--- src/rtl/irq_collector.sv ---
// Device interrupt conditioner for cp0: per-line synchroniser, glitch filter,
// level/edge qualification and enable, feeding a registered ir_map.
module irq_collector #(
  parameter int IRQ_LINES   = 30,
  parameter int SYNC_STAGES = 2,
  parameter int FILTER_LEN  = 4
) (
  input  logic                 clk,
  input  logic                 rst_n,
  input  logic [IRQ_LINES:1]   irq_in,
  input  logic [IRQ_LINES:1]   edge_sel,
  input  logic [IRQ_LINES:1]   irq_en,
  output logic [IRQ_LINES:1]   ir_map,
  output logic [IRQ_LINES:1]   irq_level
);

  localparam int CNT_W = (FILTER_LEN > 1) ? $clog2(FILTER_LEN) : 1;

  // Stage 0 takes the raw lines; the last stage is the synchronised level.
  logic [SYNC_STAGES-1:0][IRQ_LINES:1] r_sync;
  logic [IRQ_LINES:1]                  w_s;
  logic [IRQ_LINES:1]                  w_f;
  logic [IRQ_LINES:1]                  r_f_prev;
  logic [IRQ_LINES:1]                  r_ir_map;

  always_ff @(posedge clk) begin
    if (!rst_n) begin
      r_sync <= '0;
    end else begin
      r_sync <= {r_sync[SYNC_STAGES-2:0], irq_in};
    end
  end

  assign w_s = r_sync[SYNC_STAGES-1];

  if (FILTER_LEN == 0) begin : g_bypass
    assign w_f = w_s;
  end else begin : g_filter
    localparam logic [CNT_W-1:0] CNT_LAST = CNT_W'(FILTER_LEN - 1);

    logic [CNT_W-1:0]   r_cnt [IRQ_LINES:1];
    logic [IRQ_LINES:1] r_f;

    // Any cycle where s agrees with f restarts the persistence count.
    always_ff @(posedge clk) begin
      if (!rst_n) begin
        r_f <= '0;
        for (int i = 1; i <= IRQ_LINES; i++) begin
          r_cnt[i] <= '0;
        end
      end else begin
        for (int i = 1; i <= IRQ_LINES; i++) begin
          if (w_s[i] == r_f[i]) begin
            r_cnt[i] <= '0;
          end else if (r_cnt[i] != CNT_LAST) begin
            r_cnt[i] <= r_cnt[i] + CNT_W'(1);
          end else begin
            r_f[i]   <= w_s[i];
            r_cnt[i] <= '0;
          end
        end
      end
    end

    assign w_f = r_f;
  end

  // edge_sel/irq_en are quasi-static config and are used unsynchronised here.
  always_ff @(posedge clk) begin
    if (!rst_n) begin
      r_f_prev <= '0;
      r_ir_map <= '0;
    end else begin
      r_f_prev <= w_f;
      r_ir_map <= irq_en & ((edge_sel & w_f & ~r_f_prev) | (~edge_sel & w_f));
    end
  end

  assign ir_map    = r_ir_map;
  assign irq_level = w_f;

endmodule

--- config.mk ---
export PLATFORM = sky130hd
export DESIGN_NAME = irq_collector
export DESIGN_NICKNAME = d
export VERILOG_FILES = /design/src/rtl/irq_collector.sv
export SDC_FILE = /design/constraint.sdc
export NUM_CORES = 1
export LEC_CHECK = 0
export BUFFER_PORTS_ARGS = -buffer_cell sky130_fd_sc_hd__buf_2
export CAP_MARGIN = 20
export CORE_ASPECT_RATIO = 1.1
export CORE_MARGIN = 1.5
export CORE_UTILIZATION = 55
export DETAILED_ROUTE_END_ITERATION = 6
export PLACE_DENSITY = 0.84
export SLEW_MARGIN = 20
export SYNTH_ARGS = -nofsm -noshare
export SYNTH_HDL_FRONTEND = slang
export SYNTH_SLANG_ARGS = --single-unit
--- constraint.sdc ---
create_clock -name clk -period 1.8 [get_ports clk]
set_clock_uncertainty 0.2 [all_clocks]
set_input_delay 0.09 -clock clk [delete_from_list [all_inputs] [get_ports clk]]
set_output_delay 0.09 -clock clk [all_outputs]
set_load 0.1 [all_outputs]
# After elaboration in Yosys (flattened, before gate mapping)
# Memories as Yosys holds them, arrays and structs flattened.
# Cells that the tools add are included.
dict set report totals {
  ramBits 60
  wordCells 733
  memories 1
  ff_bits 150
}
dict set report classes {
  n_bitwise 157
  addsub 30
  n_reduce_logical 30
  mux 421
  eq_ne 60
}
# memory words width read_ports rd_clocked_by_memory_dff write_ports line
set mem_list {}
lappend mem_list {g_filter.r_cnt 30 2 30 0 30 41} ;# logic [CNT_W-1:0] r_cnt [IRQ_LINES:1];
# cell count
set op_table {}
lappend op_table {{1-bit two-way mux} 331}
lappend op_table {{2-bit two-way mux} 90}
lappend op_table {{30-bit bitwise AND} 4}
lappend op_table {{1-bit bitwise OR} 90}
lappend op_table {{2-bit by 1-bit adder with 2-bit output (second input constant)} 30}
lappend op_table {{2-bit != test (second input constant)} 30}
lappend op_table {{1-bit NOT} 60}
lappend op_table {{30-bit NOT} 2}
lappend op_table {{2-bit AND reduction} 30}
lappend op_table {{1-bit equality test} 30}
lappend op_table {{30-bit bitwise OR} 1}

# Logic depth before layout (Yosys ltp)
dict set report logic_depth {
  word_depth 7
  ltp_mapped 4
}

# Worst setup path after synthesis
# OpenSTA, ideal clock, no wires.
dict set report synth_path {
  path_kind {register to register}
  from {register g_filter.r_f (netlist bit irq_level[5])}
  to {register g_filter.r_cnt[0][11] (netlist name)}
  path_buffers 0
  required_time_ps 1343
  arrival_ps 1459
  path_stages_with_launch 3
  path_slack_ps -116
  setup_time_ps 257
  path_cell_list {dfxtp_1 > xnor2_1 > and4bb_2}
}
# item line
set synth_lines {}
lappend synth_lines {{start: declaration} 42} ;# logic [IRQ_LINES:1] r_f;
lappend synth_lines {{start signal: indexed assignment} 58} ;# r_f[i] <= w_s[i];

# Worst setup path after layout
dict set report layout_path {
  from {register g_filter.r_f (netlist bit irq_level[21])}
  to {output irq_level[21] in the netlist's numbering}
}
# item line
set layout_lines {}
lappend layout_lines {{end: declaration} 14} ;# output logic [IRQ_LINES:1] irq_level
# No word-level cell between the ends.

==> key figures <==
Outcome
  • Status: finished clean

Clocking
  • CTS Buffer Depth: 3
  • H-tree levels: 1
  • Resized cells post-CTS: 0
  • Clock transition at path regs: 60 ps
  • CTS tree: built
  • Setup Buffers After CTS: 0
  • Num Clock Sinks: 210
  • Clock root buffer: clkbuf_16
  • Num CTS Buffers: 21
  • Clk Latency, worst-skew pair: 480 ps

Route
  • Routed WL: 16800 um
  • Antenna-violating nets left: 0
  • M1 WL: 6400 um
  • Via count: 5357
  • Vias per cell: 4.89
  • First-pass iteration count of the detailed router: 4
  • DR iter-0 viols: 160
  • Remaining routing DRC violations: 0
  • Max Used Layer: met4
  • Routed WL per cell: 15.4 um
  • Met2 WL: 9080 um
  • DR WL met3: 658 um

Critical path
  • Slowest-stage cell, CP: buf_2
  • WP data required: 1510 ps
  • Startpoint types: flop
  • Worst path cell trace: buf_2
  • Cell family with most CP delay: buffers and inverters
  • Buffers & Inverters on Critical Path: 1
  • Worst EP arrival: 1350 ps
  • Peak fanout along the critical path: 5
  • Crit Path Category: flop to output pin
  • Cell depth of the worst setup path: 1
  • Max incr delay on CP: 460 ps
  • CP Capture Type: output pin
  • R2R cell count: 3

Die
  • Initial core utilization: 0.561
  • Core ar.: 13800 sq um
  • Die H: 127 um
  • Die ar.: 14800 sq um
  • Die Span X: 116 um
  • Ports: 152
  • Rows: 45

Timing
  • Final worst-path cycle share: 0.911
  • Slew headroom: 0.631
  • RSZ-0062 raised after global routing: false
  • Final setup violation count: 0
  • Hold slack: 5.67 ps
  • Worst Max-Slew Pin Slew: 552 ps
  • Final hold vios: 0
  • Final Critical Period: 1640 ps
  • Setup TNS: 0 ps
  • F_max: 610 MHz
  • PnR worst setup slack: 161 ps
  • Fin. max-slew vios: 0

Yosys
  • Synth cell types: 18
  • Synth top area cells: dfxtp_1 (39%), edfxtp_1 (23%), and2_1 (7.3%), nor4b_2 (5.8%), ha_1 (4.9%)
  • Mapped cell area: 7740 sq um
  • Synthesized area per cell: 13.7 sq um
  • Yosys reg bits: 210
  • Share of the synthesized area in the top cell type: 0.388
  • Warnings from Yosys: 0
  • Synth Instances: 564
  • Area leader, netlist: dfxtp_1
  • Post-synth EDFFs: 60
  • FFs w/ async S/R, synth: 0
  • Top FF cell, synth: dfxtp_1
  • Seq/Total Area, Yosys: 0.621

Flow run
  • Max_cap viols: 0

Place
  • DP Cell Count: 946
  • PortBufs: 151
  • GP Congestion: 0.751
  • Dpl hpwl: 8560 um
  • DP Area: 8930 sq um
  • Post-place setup slack: 379 ps

Cells and area
  • Post-Layout Inst Area: 10700 sq um
  • Final nets: 1015
  • Layout cells sized above 1: 0.295
  • Area Growth Syn to Fin: 38.4%
  • ANT cells: 0
  • Post-route insts no fill: 1095

Power
  • Worst VDD drop: 0.877 mV
  • Leak: 4.58 nW
  • Int Pwr: 7.81 mW
  • Register share of total power: 0.512
  • Sw Share: 0.212
  • Clk pwr share: 0.420
  • Net switching power: 2.10 mW
  • P per Cell Area: 926 nW/um^2
  • Combinational share of power: 0.068

Hold path
  • Hold path depth: 2
  • Worst hold path type: input pin to flop

GRT
  • Vias in the first global route: 5900
  • GRT Total Usage: 0.234
  • Initial antenna violation count: 0
  • First-pass GRT wire length: 27200 um
  • Total global routing overflow: 0
  • Largest net degree at the start of global routing: 37
## cells in the final DEF, fill, tap and decap left out, types with 30 or more instances in the layout
master	n
buf_2	150
dfxtp_1	120
xnor2_1	30
a21oi_1	30
nand3_1	30
conb_1	60
ha_1	30
nor2b_1	30
mux2i_1	30
nor4b_2	30
dfxtp_2	30
edfxtp_1	60
dlygate4sd3_1	112
and2_1	90
## routing by layer
layer / vias to the layer above / GRT usage
met5: - / 0
met4: 0 / 0.115
met3: 62 / 0.0427
met2: 149 / 0.444
met1: 2548 / 0.242
li1: 2598 / -
## state kept, by name, indices dropped and copies added, names as in the netlist
register and cells:
g_filter.r_cnt 60, ir_map 30, irq_level 30, r_f_prev 30, r_sync 30, w_s 30
## area by class of cell
| type | count | area [sq um] |
|---|---|---|
| clock inverters | 4 | 20.0 |
| clock buffers | 33 | 643 |
| multi-input cells | 390 | 3020 |
| well taps | 188 | 235 |
| repair buffers | 270 | 1960 |
| fillers | 816 | 3080 |
| flip-flops and latches | 210 | 4840 |
## stage by stage
stage / util / power (mW)
floorplan: - / 5.50
global placement: 0.647 / 5.64
detailed placement: 0.647 / 5.68
CTS: 0.777 / 9.96
global route: 0.777 / 10.3
finish: 0.777 / 9.91
## power groups by stage
| stage | registers, mW | clock network (mW) | logic [mW] |
|---|---|---|---|
| floorplan | 5.23 | 0 | 0.279 |
| global placement | 5.17 | 0 | 0.470 |
| detailed placement | 5.18 | 0 | 0.499 |
| CTS | 5.07 | 4.23 | 0.660 |
| global route | 5.09 | 4.43 | 0.737 |
| finish | 5.08 | 4.16 | 0.677 |
## timing repair
item,in CTS,in global routing
hold endpoints to repair,79,1
endpoints found under the setup margin,0,12
hold buffers,112,1
## synthesized netlist by cell type (all sizes together), types with 13 or more instances
library cell,instances
xnor2,30
nor4b,30
edfxtp,60
mux2i,30
dfxtp,150
and2,90
a21oi,30
nand3,30
buf,13
nor2b,30
ha,30
and4bb,20
## path summary, 6_finish.rpt
kind                              start                                  end  slack (ps)
max          irq_level[21]$_SDFFE_PN0P_                        irq_level[21]         160
min                               rst_n  g_filter.r_cnt[0][49]$_SDFFCE_PP0P_           6
max reg2reg   irq_level[9]$_SDFFE_PN0P_                 ir_map[9]$_SDFF_PN0_         300
min reg2reg        r_sync[6]$_SDFF_PN0_                    w_s[7]$_SDFF_PN0_         230
## kinds of logic after synthesis
logic type	share of synthesized area
AO/OA/AOI/OAI	0.0194
XOR/XNOR	0.0340
adder cells (fa/ha/maj)	0.0485
buffers and inverters	0.0181
flip-flops	0.621
multiplexers	0.0388
other	0.000485
AND/OR/NAND/NOR	0.220
No activity file was read; power rests on OpenSTA's default activity.
